## config.mk

```make
export PLATFORM = sky130hd
export DESIGN_NAME = multi_note_writer_flat
export DESIGN_NICKNAME = d
export VERILOG_FILES = /design/src/rtl/note_writer_pkg.sv /design/src/rtl/multi_note_writer_if.sv /design/src/rtl/note_writer_ch.sv /design/src/rtl/multi_note_writer.sv /design/src/flat_wrapper.sv
export SDC_FILE = /design/constraint.sdc
export NUM_CORES = 1
export LEC_CHECK = 0
export ABC_AREA = 1
export BUFFER_PORTS_ARGS = -buffer_cell sky130_fd_sc_hd__buf_2
export CELL_PAD_IN_SITES_DETAIL_PLACEMENT = 0
export CELL_PAD_IN_SITES_GLOBAL_PLACEMENT = 2
export CORE_MARGIN = 4
export CORE_UTILIZATION = 39
export DETAILED_ROUTE_END_ITERATION = 10
export PLACE_DENSITY = 0.83
export SYNTH_ARGS = -nofsm -noshare
export SYNTH_HDL_FRONTEND = slang
export SYNTH_SLANG_ARGS = --single-unit
export TNS_END_PERCENT = 10
```

## constraint.sdc

```tcl
create_clock -name clk -period 7.5 [get_ports clk]
set_input_delay 0.375 -clock clk [delete_from_list [all_inputs] [get_ports clk]]
set_output_delay 0.375 -clock clk [all_outputs]
set_load 0.01 [all_outputs]
```

## src/rtl/note_writer_pkg.sv

```systemverilog
// Shared widths, payload field layout and helpers for the multi-channel note writer.
package note_writer_pkg;

  localparam int DEF_NUM_CH = 4;
  localparam int DEF_NOTE_W = 6;
  localparam int DEF_ADDR_W = 7;
  localparam int DEF_DUR_W  = 9;

  // Field LSB offsets inside the payload at default widths: {addr, hold, note, dur}.
  localparam int DUR_LSB   = 0;
  localparam int NOTE_LSB  = DUR_LSB + DEF_DUR_W;
  localparam int HOLD_BIT  = NOTE_LSB + DEF_NOTE_W;
  localparam int ADDR_LSB  = HOLD_BIT + 1;
  localparam int PAYLOAD_W = ADDR_LSB + DEF_ADDR_W;

  typedef struct packed {
    logic [DEF_ADDR_W-1:0] addr;
    logic                  hold;
    logic [DEF_NOTE_W-1:0] note;
    logic [DEF_DUR_W-1:0]  dur;
  } note_payload_t;

  function automatic int ch_idx_w(input int n);
    return (n > 1) ? $clog2(n) : 1;
  endfunction

endpackage

```

## src/rtl/multi_note_writer_if.sv

```systemverilog
// Completed-note write handshake toward the RAM side.
interface multi_note_writer_if import note_writer_pkg::*; #(
  parameter int NUM_CH = DEF_NUM_CH,
  parameter int NOTE_W = DEF_NOTE_W,
  parameter int ADDR_W = DEF_ADDR_W,
  parameter int DUR_W  = DEF_DUR_W
) ();
  localparam int PAYLOAD_W = ADDR_W + 1 + NOTE_W + DUR_W;
  localparam int CH_W      = ch_idx_w(NUM_CH);

  logic                 wr_valid;
  logic                 wr_ready;
  logic [PAYLOAD_W-1:0] wr_payload;
  logic [CH_W-1:0]      wr_ch;

  modport master (output wr_valid, wr_payload, wr_ch, input wr_ready);
  modport slave  (input wr_valid, wr_payload, wr_ch, output wr_ready);
endinterface

```

## src/rtl/note_writer_ch.sv

```systemverilog
// One switch channel: edge detect, active note capture, beat counter, single pending slot.
// MULTI_NOTE_WRITER_SYNC_EN adds a 2-flop synchronizer on the switch input.
module note_writer_ch import note_writer_pkg::*; #(
  parameter int NOTE_W  = DEF_NOTE_W,
  parameter int ADDR_W  = DEF_ADDR_W,
  parameter int DUR_W   = DEF_DUR_W,
  parameter int IS_HOLD = 0,
  localparam int PAYLOAD_W = ADDR_W + 1 + NOTE_W + DUR_W
) (
  input  logic                 clk,
  input  logic                 reset_n,
  input  logic                 beat,
  input  logic [ADDR_W-1:0]    cur_ram,
  input  logic                 switch,
  input  logic [NOTE_W-1:0]    note,
  input  logic                 clr,
  output logic                 high_pulse,
  output logic                 low_pulse,
  output logic                 pend_vld,
  output logic [PAYLOAD_W-1:0] pend_payload,
  output logic                 drop
);
  localparam logic [DUR_W-1:0] DUR_MAX = '1;
  localparam logic HOLD_FLAG = (IS_HOLD != 0);

  logic sw_in;
`ifdef MULTI_NOTE_WRITER_SYNC_EN
  logic [1:0] sync;
  always_ff @(posedge clk or negedge reset_n)
    if (!reset_n) sync <= '0;
    else          sync <= {sync[0], switch};
  assign sw_in = sync[1];
`else
  assign sw_in = switch;
`endif

  logic              s, s2;
  logic [ADDR_W-1:0] act_addr;
  logic [NOTE_W-1:0] act_note;
  logic [DUR_W-1:0]  dur, dur_nxt;

  assign high_pulse = s & ~s2;
  assign low_pulse  = ~s & s2;
  // A slot being accepted this cycle frees up in time for the new note.
  assign drop       = low_pulse & pend_vld & ~clr;

  always_comb begin
    dur_nxt = dur;
    if (high_pulse)                          dur_nxt = '0;
    else if (beat && s && (dur != DUR_MAX))  dur_nxt = dur + 1'b1;
  end

  always_ff @(posedge clk or negedge reset_n) begin
    if (!reset_n) begin
      s            <= 1'b0;
      s2           <= 1'b0;
      act_addr     <= '0;
      act_note     <= '0;
      dur          <= '0;
      pend_vld     <= 1'b0;
      pend_payload <= '0;
    end else begin
      s   <= sw_in;
      s2  <= s;
      dur <= dur_nxt;
      if (high_pulse) begin
        act_addr <= cur_ram;
        act_note <= note;
      end
      if (low_pulse && (!pend_vld || clr)) begin
        pend_vld     <= 1'b1;
        pend_payload <= {act_addr, HOLD_FLAG, act_note, dur_nxt};
      end else if (clr) begin
        pend_vld <= 1'b0;
      end
    end
  end
endmodule

```

## src/rtl/multi_note_writer.sv

```systemverilog
// Multi-channel note writer: per-channel note capture plus round-robin write arbitration.
// Build option MULTI_NOTE_WRITER_SYNC_EN synchronizes each switch bit (2 extra cycles).
module multi_note_writer import note_writer_pkg::*; #(
  parameter int NUM_CH  = DEF_NUM_CH,
  parameter int NOTE_W  = DEF_NOTE_W,
  parameter int ADDR_W  = DEF_ADDR_W,
  parameter int DUR_W   = DEF_DUR_W,
  parameter int IS_HOLD = 0
) (
  input  logic                     clk,
  input  logic                     reset_n,
  input  logic                     beat,
  input  logic [ADDR_W-1:0]        cur_ram,
  input  logic [NUM_CH-1:0]        switch,
  input  logic [NUM_CH*NOTE_W-1:0] note,
  output logic [NUM_CH-1:0]        switch_high_pulse,
  output logic [NUM_CH-1:0]        switch_low_pulse,
  output logic                     overflow,
  input  logic                     ovf_clr,
  multi_note_writer_if.master      wr
);
  localparam int PAYLOAD_W = ADDR_W + 1 + NOTE_W + DUR_W;
  localparam int CH_W      = ch_idx_w(NUM_CH);

  logic [NUM_CH-1:0]                pend_vld, drop, clr;
  logic [NUM_CH-1:0][PAYLOAD_W-1:0] pend_payload;
  logic                 out_vld, accept, found;
  logic [CH_W-1:0]      out_ch, ptr, ptr_eff, pick;
  logic [PAYLOAD_W-1:0] out_payload;

  function automatic logic [CH_W-1:0] nxt_ch(input logic [CH_W-1:0] c);
    return (c == CH_W'(NUM_CH-1)) ? '0 : c + 1'b1;
  endfunction

  assign accept = out_vld & wr.wr_ready;

  for (genvar i = 0; i < NUM_CH; i++) begin : g_ch
    assign clr[i] = accept && (out_ch == CH_W'(i));
    note_writer_ch #(
      .NOTE_W(NOTE_W), .ADDR_W(ADDR_W), .DUR_W(DUR_W), .IS_HOLD(IS_HOLD)
    ) u_ch (
      .clk(clk), .reset_n(reset_n), .beat(beat), .cur_ram(cur_ram),
      .switch(switch[i]), .note(note[i*NOTE_W +: NOTE_W]), .clr(clr[i]),
      .high_pulse(switch_high_pulse[i]), .low_pulse(switch_low_pulse[i]),
      .pend_vld(pend_vld[i]), .pend_payload(pend_payload[i]), .drop(drop[i])
    );
  end

  // Round-robin scan; the slot being accepted this cycle is excluded.
  always_comb begin
    int j;
    j       = 0;
    ptr_eff = accept ? nxt_ch(out_ch) : ptr;
    pick    = ptr_eff;
    found   = 1'b0;
    for (int k = 0; k < NUM_CH; k++) begin
      j = int'(ptr_eff) + k;
      if (j >= NUM_CH) j = j - NUM_CH;
      if (!found && pend_vld[j] && !clr[j]) begin
        found = 1'b1;
        pick  = CH_W'(j);
      end
    end
  end

  always_ff @(posedge clk or negedge reset_n) begin
    if (!reset_n) begin
      out_vld     <= 1'b0;
      out_ch      <= '0;
      out_payload <= '0;
      ptr         <= '0;
      overflow    <= 1'b0;
    end else begin
      if (accept) ptr <= nxt_ch(out_ch);
      // Grant stays locked while the offer is stalled.
      if (!out_vld || wr.wr_ready) begin
        out_vld     <= found;
        out_ch      <= found ? pick : '0;
        out_payload <= found ? pend_payload[pick] : '0;
      end
      if (|drop)        overflow <= 1'b1;
      else if (ovf_clr) overflow <= 1'b0;
    end
  end

  assign wr.wr_valid   = out_vld;
  assign wr.wr_ch      = out_ch;
  assign wr.wr_payload = out_payload;
endmodule

```

## src/flat_wrapper.sv

```systemverilog
// flat-port wrapper written by rule: the top's interface ports become plain ports
module multi_note_writer_flat import note_writer_pkg::*;
#(
  parameter int NUM_CH  = DEF_NUM_CH,
  parameter int NOTE_W  = DEF_NOTE_W,
  parameter int ADDR_W  = DEF_ADDR_W,
  parameter int DUR_W   = DEF_DUR_W,
  parameter int IS_HOLD = 0
)
  (clk, reset_n, beat, cur_ram, switch, note, switch_high_pulse, switch_low_pulse, overflow, ovf_clr, wr_wr_valid, wr_wr_payload, wr_wr_ch, wr_wr_ready);
  multi_note_writer_if #(.NUM_CH(NUM_CH), .NOTE_W(NOTE_W), .ADDR_W(ADDR_W), .DUR_W(DUR_W)) wr_i ();
  input  logic clk;
  input  logic reset_n;
  input  logic beat;
  input  logic [ADDR_W-1:0] cur_ram;
  input  logic [NUM_CH-1:0] switch;
  input  logic [NUM_CH*NOTE_W-1:0] note;
  output logic [NUM_CH-1:0] switch_high_pulse;
  output logic [NUM_CH-1:0] switch_low_pulse;
  output logic overflow;
  input  logic ovf_clr;
  output wire logic [$bits(wr_i.wr_valid)-1:0] wr_wr_valid;
  output wire logic [$bits(wr_i.wr_payload)-1:0] wr_wr_payload;
  output wire logic [$bits(wr_i.wr_ch)-1:0] wr_wr_ch;
  input wire logic [$bits(wr_i.wr_ready)-1:0] wr_wr_ready;
  assign wr_wr_valid = wr_i.wr_valid;
  assign wr_wr_payload = wr_i.wr_payload;
  assign wr_wr_ch = wr_i.wr_ch;
  assign wr_i.wr_ready = wr_wr_ready;
  multi_note_writer #(.NUM_CH(NUM_CH), .NOTE_W(NOTE_W), .ADDR_W(ADDR_W), .DUR_W(DUR_W), .IS_HOLD(IS_HOLD)) u_core (.clk(clk), .reset_n(reset_n), .beat(beat), .cur_ram(cur_ram), .switch(switch), .note(note), .switch_high_pulse(switch_high_pulse), .switch_low_pulse(switch_low_pulse), .overflow(overflow), .ovf_clr(ovf_clr), .wr(wr_i));
endmodule
```

== Word level (Yosys, flattened, before mapping) ==
Index checks and enable logic that the tools add are counted.
Storage, ports and cells
  bits in registers: 217
  memories kept: 0
  input port bits: 40
  output and inout port bits: 35
  bits in latches: 0
  memory bits (read-only): 0
  word-level logic and storage cells: 197
  RAM bits: 0
Cells by class
  divide/modulo/power cells: 0
  bitwise operators: 29
  $lt $le $gt $ge: 9
  multipliers: 0
  multiplexer cells: 60
  shift operators: 0
  reduce and logical (&&, ||, !) cells: 47
  equal/unequal tests: 7
  $add $sub $neg: 12
Operator list (count)
  $lt 32x4->1 const B: 4
  $mux 32: 4
  $ge 32x4->1 const B: 3
  $sub 32x4->32 const B: 3
  $mux 9: 8
  $bmux 23 s2: 1
  $mux 23: 2
  $add 9x1->9 const B: 4
  $ne 9x9->1 const B: 4
  $mux 1: 30
  $logic_and 1x1->1: 23
  $and 1x1->1: 17
  $bmux 1 s2: 8
  $mux 2: 7
  $logic_not 1->1: 12
  $not 1->1: 12
  $reduce_bool 2->1: 5
  $add 2x2->3 const B: 2
  $logic_or 1x1->1: 5
  $eq 2x2->1 const B: 2
  $reduce_or 4->1: 1
  $sub 2x3->4 const B: 1
  $add 2x1->3 const B: 1
  $ge 2x3->1 const B: 1
  other kinds (4): 4

== Longest topological paths before layout ==
Gate-level depths: netlist of run 1.
  word-level depth: 26
  mapped depth: 20
  depth with buffers taken out: 19

== By module ==
From an unflattened synthesis of run 1, not the netlist that was laid out.
Second synthesis, totals
  cell total of the unflattened synthesis: 1323
  area, all modules: 10363.7 um^2
Modules (own cells, without submodules)
  note_writer_ch at u_core.g_ch[0].u_ch ...: times used 3, cells an instance 222, area an instance 1938.1 um^2
  multi_note_writer: times used 1, cells an instance 433, area an instance 2591.2 um^2
  note_writer_ch at u_core.g_ch[2].u_ch: times used 1, cells an instance 224, area an instance 1958.1 um^2

== Worst setup path before layout of run 1 ==
OpenSTA, ideal clock, no wires.
  path type: reg-to-reg
  start: reg u_core.out_ch[0], in the netlist u_core.wr.wr_ch[0]
  end: reg u_core.out_payload[10], in the netlist u_core.wr.wr_payload[10]
  path slack: 5105 ps
  stages on the path, launching flop included: 19
  library setup time: 118 ps
  buffers on the path: 2
  period minus slack after synthesis: 2395 ps
  data arrival time: 2277 ps
  cell sequence: dfrtp_1 inv_1 ha_1 inv_1 nand3_1 nand2_1 nand2_1 nand2_1 nand3_1 a21oi_1 nand3_2 buf_6 nand3_2 nand2_4 inv_2 buf_6 nand2_1 nand3_1 nand2_1
On the way
  longest elaborated chain between the ends: 26
RTL lines
  start, declared: line multi_note_writer.sv:28  | logic [CH_W-1:0] out_ch, ptr, ptr_eff, pick;
  start signal, assigned: line multi_note_writer.sv:78  | out_ch <= found ? pick : '0;
  branches (longest 25 deep; another with $sub 32x4->32)
  $mux 23 *: line multi_note_writer.sv:79  | out_payload <= found ? pend_payload[pick] : '0;
  end signal, assigned: line multi_note_writer.sv:79
  end, declared: line multi_note_writer.sv:29  | logic [PAYLOAD_W-1:0] out_payload;
Mark *: on every way between the ends. The select of a mux whose other input is x is not followed.
A chain may end at the register's enable or synchronous reset.

== Worst setup path after layout of run 1 ==
  start: reg u_core.out_ch[0], in the netlist u_core.wr.wr_ch[0]
  end: reg u_core.out_payload[16], in the netlist u_core.wr.wr_payload[16]
Same word-level chain as after synthesis.

==> metrics, run 1 <==
most used cell, CP=nand2_1; WHS Path Cells=3; routed vias=7651; Post-DP Area=0.0103 mm2; Die H=166 um; Total Wirelength=25.1 mm; Final Max Tran Viols=0; Setup CP Type=flop to flop; vias in the first global route=7506; Logic pwr share=39.3%; row count=57; max incr delay on CP=0.45 ns; most frequent cells in the layout=nand2_1, dfrtp_1, o21ai_0; Max Buffers Root-to-Sink=3; TNS Setup=0 ns; Finished Cell Area=0.0112 mm2; Pwr Density=425 mW/mm2; Sequential Power Share=34.6%; Peak VDD IR=0.210 mV; via-per-instance ratio=4.80; Mapped Area=0.00975 mm2; drt first-iter violations=484; Tmin final=3.33 ns; drt first pass iters=5; Avg Cell Area, Syn=8.18 um2; Slew @ Worst Pin=1.06 ns; Net Sw Frac=41.2%; core box area=0.0245 mm2; H-tree depth=1; Clk network pwr share=26.1%; FF-to-FF path depth=19; endpoints failing setup=0; clock-pin slew on the worst setup and hold paths=0.06 ns; worst-path cell chain=inv_1 -> ha_1 -> inv_1 -> nand3_1 -> nand2_1 -> nand2_1 -> nand2_1 -> nand3_1 -> nand2_1 -> nor2_2 -> nand3_2 -> buf_4 -> nand2_1 -> nand2_1 -> nand2_4 -> inv_2 -> nand2_1 -> nand3_1 -> nand2_1; initial antenna violation count=0; Worst R2R Setup Slack=4.17 ns; Global Route Usage Sum=18.3%; FILL cells=2467; Yosys cell types=30; Max-slew headroom=29.3%; Top-Level Pins=75; largest net degree at the start of global routing=81; clk_lat worst skew=0.52 ns; max_cap viols=0; Min-Delay Path Class=input port to flop; Setup Skew=0.0114 ns; final worst-path cycle share=44.4%; status=completed; Internal Power=2.80 mW; total grt overflow=0; RSZ-0062 raised after global routing=false; # port buffers=73; commonest non-fill, non-tap cell in the layout=nand2_1; Antenna diodes=0; slowest library cell on the worst path=buf_4; maximum clock frequency=300 MHz; Die Wd=166 um; Syn Nets=1244; area grow syn2layout=15.2%; post-CTS sizing=0; Final #Nets=1305; post-CTS setup buffer count=0; Yosys warnings=0; Routed Antenna Nets=0; CP Data Required Time=7.91 ns; critical path peak fanout=47; Setup crit start kind=flop; Sink Count=216; final-report hold violation count=0; die footprint=0.0276 mm2; HPWL after DPL=16.8 mm; Lkg Pwr=5.67 nW; sw power=1.97 mW; CTS tree=done; gate count of the mapped netlist=1192; critical path buffer and inverter count=4; CTS buffer count=25; Arr. time, crit path=3.74 ns; Final GP Congestion=0.775; CP Capture Type=flop; layout cells sized above 1=11.5%; Seq/Total Area, Yosys=55.4%; root buffer cell=clkbuf_16; synthesized flop and latch total=216; starting density of the core=39.9%; Worst path depth=19; DRC viols=0; first-pass GRT wire length=41.5 mm; DR WL/cell=15.8 um; Post-CTS Hold Buffers=5; family with the most delay on the worst path=simple AND/OR/NAND/NOR gates
-- power groups by stage --
stage / clock (mW) / sequential, mW / combinational, mW
2_1_floorplan: 0 / 1.63 / 1.41
3_3_place_gp: 0 / 1.67 / 1.86
3_5_place_dp: 0 / 1.67 / 1.88
4_1_cts: 1.28 / 1.66 / 1.88
5_1_grt: 1.33 / 1.69 / 2.16
6_report: 1.24 / 1.65 / 1.87
-- stage by stage --
step | setup WS [ns] | utilization (%) | std cells | hold slack [ns] | total power, mW
after floorplan | 5.10 | - | 1192 | 0.0794 | 3.04
after global placement | 4.22 | 42.2 | 1545 | 0.358 | 3.53
after detailed placement | 4.15 | 42.2 | 1545 | 0.362 | 3.55
after CTS | 4.17 | 45.9 | 1593 | 0.0260 | 4.82
after global routing | 3.77 | 45.9 | 1593 | 0.0492 | 5.18
final | 4.17 | 45.9 | 1593 | 0.0493 | 4.77
-- routing by layer --
metal  track usage, %  up-vias  wire length [um]
met2             27.5      161             10800
met3             2.69       38               979
li1                 -     3871                 -
met5                0        -                 0
met4             4.63        0               610
met1             28.0     3581             12700
-- registers in the layout, summed over array words and instances (netlist names) --
register / count
u_core.wr.wr_payload: 22
u_core.g_ch.u_ch.pend_vld: 4
u_core.wr.wr_ch: 2
u_core.ptr: 2
u_core.wr.wr_valid: 1
u_core.g_ch.u_ch.dur: 36
u_core.g_ch.u_ch.pend_payload: 88
u_core.g_ch.u_ch.s: 4
u_core.g_ch.u_ch.act_addr: 28
u_core.g_ch.u_ch.act_note: 24
u_core.g_ch.u_ch.s2: 4
u_core.overflow: 1
-- path summary, 6_finish.rpt --
path	to	from
setup / recovery	u_core.wr.wr_payload[16]	u_core.wr.wr_ch[0]
hold / removal	u_core.g_ch[0].u_ch.act_note[5]	note[5]
setup reg to reg	u_core.wr.wr_payload[16]	u_core.wr.wr_ch[0]
hold reg to reg	u_core.g_ch[0].u_ch.s2	u_core.g_ch[0].u_ch.s
max in group asynchronous	u_core.g_ch[2].u_ch.act_addr[0]	reset_n
min in group asynchronous	u_core.ptr[0]	reset_n
-- final cells by class --
cell class	count	area, um2	share of cell area, %
tap	324	405	3.61
inverter	128	480	4.28
timing repair buffer	89	508	4.52
clock inverter	9	108	0.958
clock buffer	34	739	6.59
multi-input combinational	793	3580	31.9
sequential	216	5410	48.1
-- kinds of logic after synthesis --
| group | share of synthesized area [%] |
|---|---|
| buf+inv | 7.96 |
| compound gates | 8.64 |
| flops | 55.4 |
| fa+ha+maj | 1.54 |
| simple gates | 26.3 |
| other cells | 0.0385 |
| xor+xnor | 0.0899 |
-- worst reg2reg max path: cells and delay by family, from the launching register on --
| family | cells | cell delay (ns) |
|---|---|---|
| DFF | 1 | 0.41 |
| buffers and inverters | 4 | 1.07 |
| adders and majority gates | 1 | 0.31 |
| and+or+nand+nor | 14 | 1.44 |
-- cells in the mapped netlist --
master | count | area [um2]
a21oi_1 | 16 | 80.1
a31oi_1 | 4 | 25.0
buf_2 | 8 | 40.0
buf_4 | 15 | 113
buf_6 | 3 | 33.8
clkbuf_1 | 29 | 109
clkinv_1 | 2 | 7.51
conb_1 | 1 | 3.75
dfrtp_1 | 216 | 5410
ha_1 | 12 | 150
inv_1 | 124 | 465
inv_2 | 2 | 7.51
nand2_1 | 427 | 1600
nand2_2 | 4 | 25.0
nand2_4 | 3 | 33.8
nand3_1 | 97 | 485
nand3_2 | 2 | 20.0
nand3b_1 | 13 | 97.6
nor2_1 | 56 | 210
nor2_2 | 1 | 6.26
nor3_1 | 14 | 70.1
nor4_1 | 2 | 12.5
o21a_1 | 2 | 15.0
o21ai_0 | 130 | 651
o21ai_1 | 1 | 5.00
o21ai_4 | 1 | 16.3
o221a_2 | 2 | 22.5
o221ai_1 | 1 | 8.76
o22ai_1 | 3 | 18.8
xor2_1 | 1 | 8.76
Note: power is estimated with default switching activity, not from simulation.
==> run 2, diff against run 1 <==
- ABC_AREA: 1 -> 0
- CORE_UTILIZATION: 39 -> 36
- PLACE_DENSITY: 0.83 -> 0.74
- clock period: 7.5 -> 2.9 ns (I/O delays scaled with it)
==> run 2 against run 1 <==
First-iteration DRC count shrank 34%. Register-to-register slack lost 3.8 ns. Critical endpoint is now u_core.wr.wr_payload[1]. Highest routed layer unchanged. Largest power group is now sequential cells. Utilization shrank 1.6 points. Die area grew 3.3%.
==> metrics, run 2 <==
Final Max Tran Viols=0 (unchanged); FILL cells=2455 (was 2467); Tmin final=2.53 ns (was 3.33 ns); clock-pin slew on the worst setup and hold paths=0.06 ns (about the same); RR Startpoint=u_core.wr.wr_ch[0] (unchanged); register name with the most flops=u_core.g_ch.u_ch.pend_payload (unchanged); Finished Cell Area=0.0112 mm2 (about the same); FF-to-FF path depth=10 (was 19); starting density of the core=36.8% (was 39.9%); row count=58 (was 57); Sink Count=216 (unchanged); initial antenna violation count=0 (unchanged); post-CTS setup buffer count=0 (unchanged); clk_lat worst skew=0.52 ns (about the same); status=completed (unchanged); Final #Nets=1017 (was 1305); Lkg Pwr=5.41 nW (was 5.67 nW); worst-path cell chain=inv_1 -> ha_1 -> nand3_1 -> and2_1 -> a211oi_1 -> a31o_1 -> a211oi_4 -> buf_12 -> mux2i_1 -> o221ai_1 (was inv_1 -> ha_1 -> inv_1 -> nand3_1 -> nand2_1 -> nand2_1 -> nand2_1 -> nand3_1 -> nand2_1 -> nor2_2 -> nand3_2 -> buf_4 -> nand2_1 -> nand2_1 -> nand2_4 -> inv_2 -> nand2_1 -> nand3_1 -> nand2_1); max_cap viols=0 (unchanged); most numerous cell in the Yosys netlist=nand2_1 (unchanged); die footprint=0.0285 mm2 (was 0.0276 mm2); WHS Path Cells=3 (unchanged); drt first-iter violations=320 (was 484); Seq/Total Area, Yosys=58.1% (was 55.4%); Antenna diodes=0 (unchanged); CTS buffer count=25 (unchanged); synth cell count leaders=nand2_1, dfrtp_1, mux2_2 (was nand2_1, dfrtp_1, o21ai_0); Main synth FF type=dfrtp_1 (unchanged); slowest library cell on the worst path=dfrtp_1 (was buf_4); final worst-path cycle share=87.2% (was 44.4%); post-CTS sizing=0 (unchanged); H-tree depth=1 (unchanged); hold path start=ovf_clr (was note[5]); Multi-input gate area=0.00360 mm2 (was 0.00358 mm2); ys async rst share=100% (unchanged); top cells by area, synth=dfrtp_1, nand2_1, mux2_2, mux2i_1, nor2_1 (was dfrtp_1, nand2_1, o21ai_0, nand3_1, inv_1); family with the most delay on the worst path=compound AO/OA/AOI/OAI gates (was simple AND/OR/NAND/NOR gates); drt first pass iters=4 (was 5); Largest register FFs=88 (unchanged); CP Data Required Time=3.27 ns (was 7.91 ns); Setup Skew=0.0109 ns (was 0.0114 ns); vias in the first global route=6704 (was 7506); CTS tree=done (unchanged); Max Buffers Root-to-Sink=3 (unchanged); M3 GR Usage=2.43% (was 2.69%); commonest non-fill, non-tap cell in the layout=nand2_1 (unchanged); Routed Antenna Nets=0 (unchanged); Total Wirelength=23.7 mm (was 25.1 mm); Arr. time, crit path=2.90 ns (was 3.74 ns); Setup CP Type=flop to flop (unchanged); TNS Setup=0 ns (unchanged); gate count of the mapped netlist=852 (was 1192); post-synth top area share=58.1% (was 55.4%); core box area=0.0253 mm2 (was 0.0245 mm2); largest net degree at the start of global routing=94 (was 81); met2 Resource Use GR=29.1% (was 27.5%); Slew @ Worst Pin=0.742 ns (was 1.06 ns); Mapped Area=0.00931 mm2 (was 0.00975 mm2); Yosys warnings=0 (unchanged); Avg Cell Area, Syn=10.9 um2 (was 8.18 um2); critical path peak fanout=45 (was 47); Global Route Usage Sum=16.8% (was 18.3%); Yosys cell types=46 (was 30); Syn Nets=904 (was 1244); first-pass GRT wire length=37.8 mm (was 41.5 mm); Final GP Congestion=0.774 (was 0.775); Top-Level Pins=75 (unchanged); FF/Latch Area=0.00541 mm2 (unchanged); RSZ-0062 raised after global routing=false (unchanged); met1 GRT Util=22.7% (was 28.0%); endpoints failing setup=0 (unchanged); CP Capture Type=flop (unchanged); # port buffers=73 (unchanged); Min-Delay Path Class=input port to flop (unchanged); Post-CTS Hold Buffers=36 (was 5); Worst path depth=10 (was 19); Max-slew headroom=50.5% (was 29.3%); most frequent cells in the layout=nand2_1, dfrtp_1, buf_2 (was nand2_1, dfrtp_1, o21ai_0); DRC viols=0 (unchanged); Die H=169 um (was 166 um); maximum clock frequency=395 MHz (was 300 MHz); via-per-instance ratio=4.88 (was 4.80); layout cells sized above 1=20.7% (was 11.5%); HPWL after DPL=16.0 mm (was 16.8 mm); total grt overflow=0 (unchanged); number of synthesized flops with an enable pin=0 (unchanged); most used routing layer=met2 (was met1); Peak VDD IR=0.777 mV (was 0.210 mV); root buffer cell=clkbuf_16 (unchanged); CP startpoint=u_core.wr.wr_ch[0] (unchanged); post-synth top area cell=dfrtp_1 (unchanged); area grow syn2layout=20.6% (was 15.2%); critical path buffer and inverter count=2 (was 4); final-report hold violation count=0 (unchanged); Die Wd=169 um (was 166 um); top flop regs=u_core.g_ch.u_ch.pend_payload: 88 flops, u_core.g_ch.u_ch.dur: 36 flops, u_core.g_ch.u_ch.act_addr: 28 flops (unchanged); Post-DP Area=0.0100 mm2 (was 0.0103 mm2); routed vias=6412 (was 7651); Setup crit start kind=flop (unchanged); synthesized flop and latch total=216 (unchanged); max incr delay on CP=0.47 ns (was 0.45 ns); Pwr Density=938 mW/mm2 (was 425 mW/mm2); DR WL/cell=18.0 um (was 15.8 um)
-- run 2: per-layer routing --
layer / wire [um] / vias up
li1: - / 3082
met1: 10700 / 3204
met2: 11800 / 99
met3: 759 / 27
met4: 361 / 0
met5: 0 / -
-- run 2: path summary, 6_finish.rpt --
| kind | end | slack, ns |
|---|---|---|
| min in group asynchronous | u_core.g_ch[2].u_ch.act_note[4] | 0.27 |
| min | u_core.overflow | 0.03 |
| max in group asynchronous | u_core.g_ch[0].u_ch.pend_payload[3] | 1.79 |
| max reg2reg | u_core.wr.wr_payload[1] | 0.37 |
| min reg2reg | u_core.g_ch[0].u_ch.s2 | 0.41 |
| max | u_core.wr.wr_payload[1] | 0.37 |
-- run 2: cell families after synthesis --
| logic type | count (synthesis) | synth area share (%) |
|---|---|---|
| AO/OA/AOI/OAI | 62 | 5.19 |
| AND/OR/NAND/NOR | 360 | 15.6 |
| XOR/XNOR | 28 | 2.63 |
| buffers and inverters | 58 | 3.52 |
| multiplexers | 115 | 13.3 |
| adder cells (fa/ha/maj) | 12 | 1.61 |
| other | 1 | 0.0403 |
| flip-flops | 216 | 58.1 |
-- run 2: area by class of cell --
cell class,instances,area share [%]
Clock buffer,41,6.82
Clock inverter,4,0.468
Inverter,12,0.401
Multi-Input combinational cell,578,32.0
Sequential cell,216,48.2
Tap cell,330,3.68
Timing Repair Buffer,132,8.43
-- run 2: through the flow --
step           std cells  utilization (%)  setup WS, ns  hold WS (ns)  power (mW)
3_3_place_gp        1232             39.7         0.453         0.241        7.44
6_report            1313             44.3         0.371        0.0291        10.5
4_1_cts             1313             44.3         0.372       0.00154        10.7
5_1_grt             1313             44.3         0.171        0.0312        11.2
3_5_place_dp        1232             39.7         0.374         0.243        7.49
2_1_floorplan        852                -         0.634        -0.151        6.74
-- run 2: worst register-to-register path: stages, from the launching register on --
cell	delay, ns
dfrtp_1	0.47
inv_1	0.12
ha_1	0.20
nand3_1	0.10
and2_1	0.20
a211oi_1	0.09
a31o_1	0.22
a211oi_4	0.25
buf_12	0.32
mux2i_1	0.29
o221ai_1	0.13
-- run 2: where the power goes --
| part | internal, mW | total [mW] | leakage, nW | switching, mW |
|---|---|---|---|---|
| logic | 1.38 | 3.15 | 2.26 | 1.76 |
| clock network | 1.88 | 3.11 | 0.402 | 1.22 |
| registers | 3.72 | 4.28 | 2.74 | 0.558 |
| total | 6.99 | 10.5 | 5.41 | 3.54 |
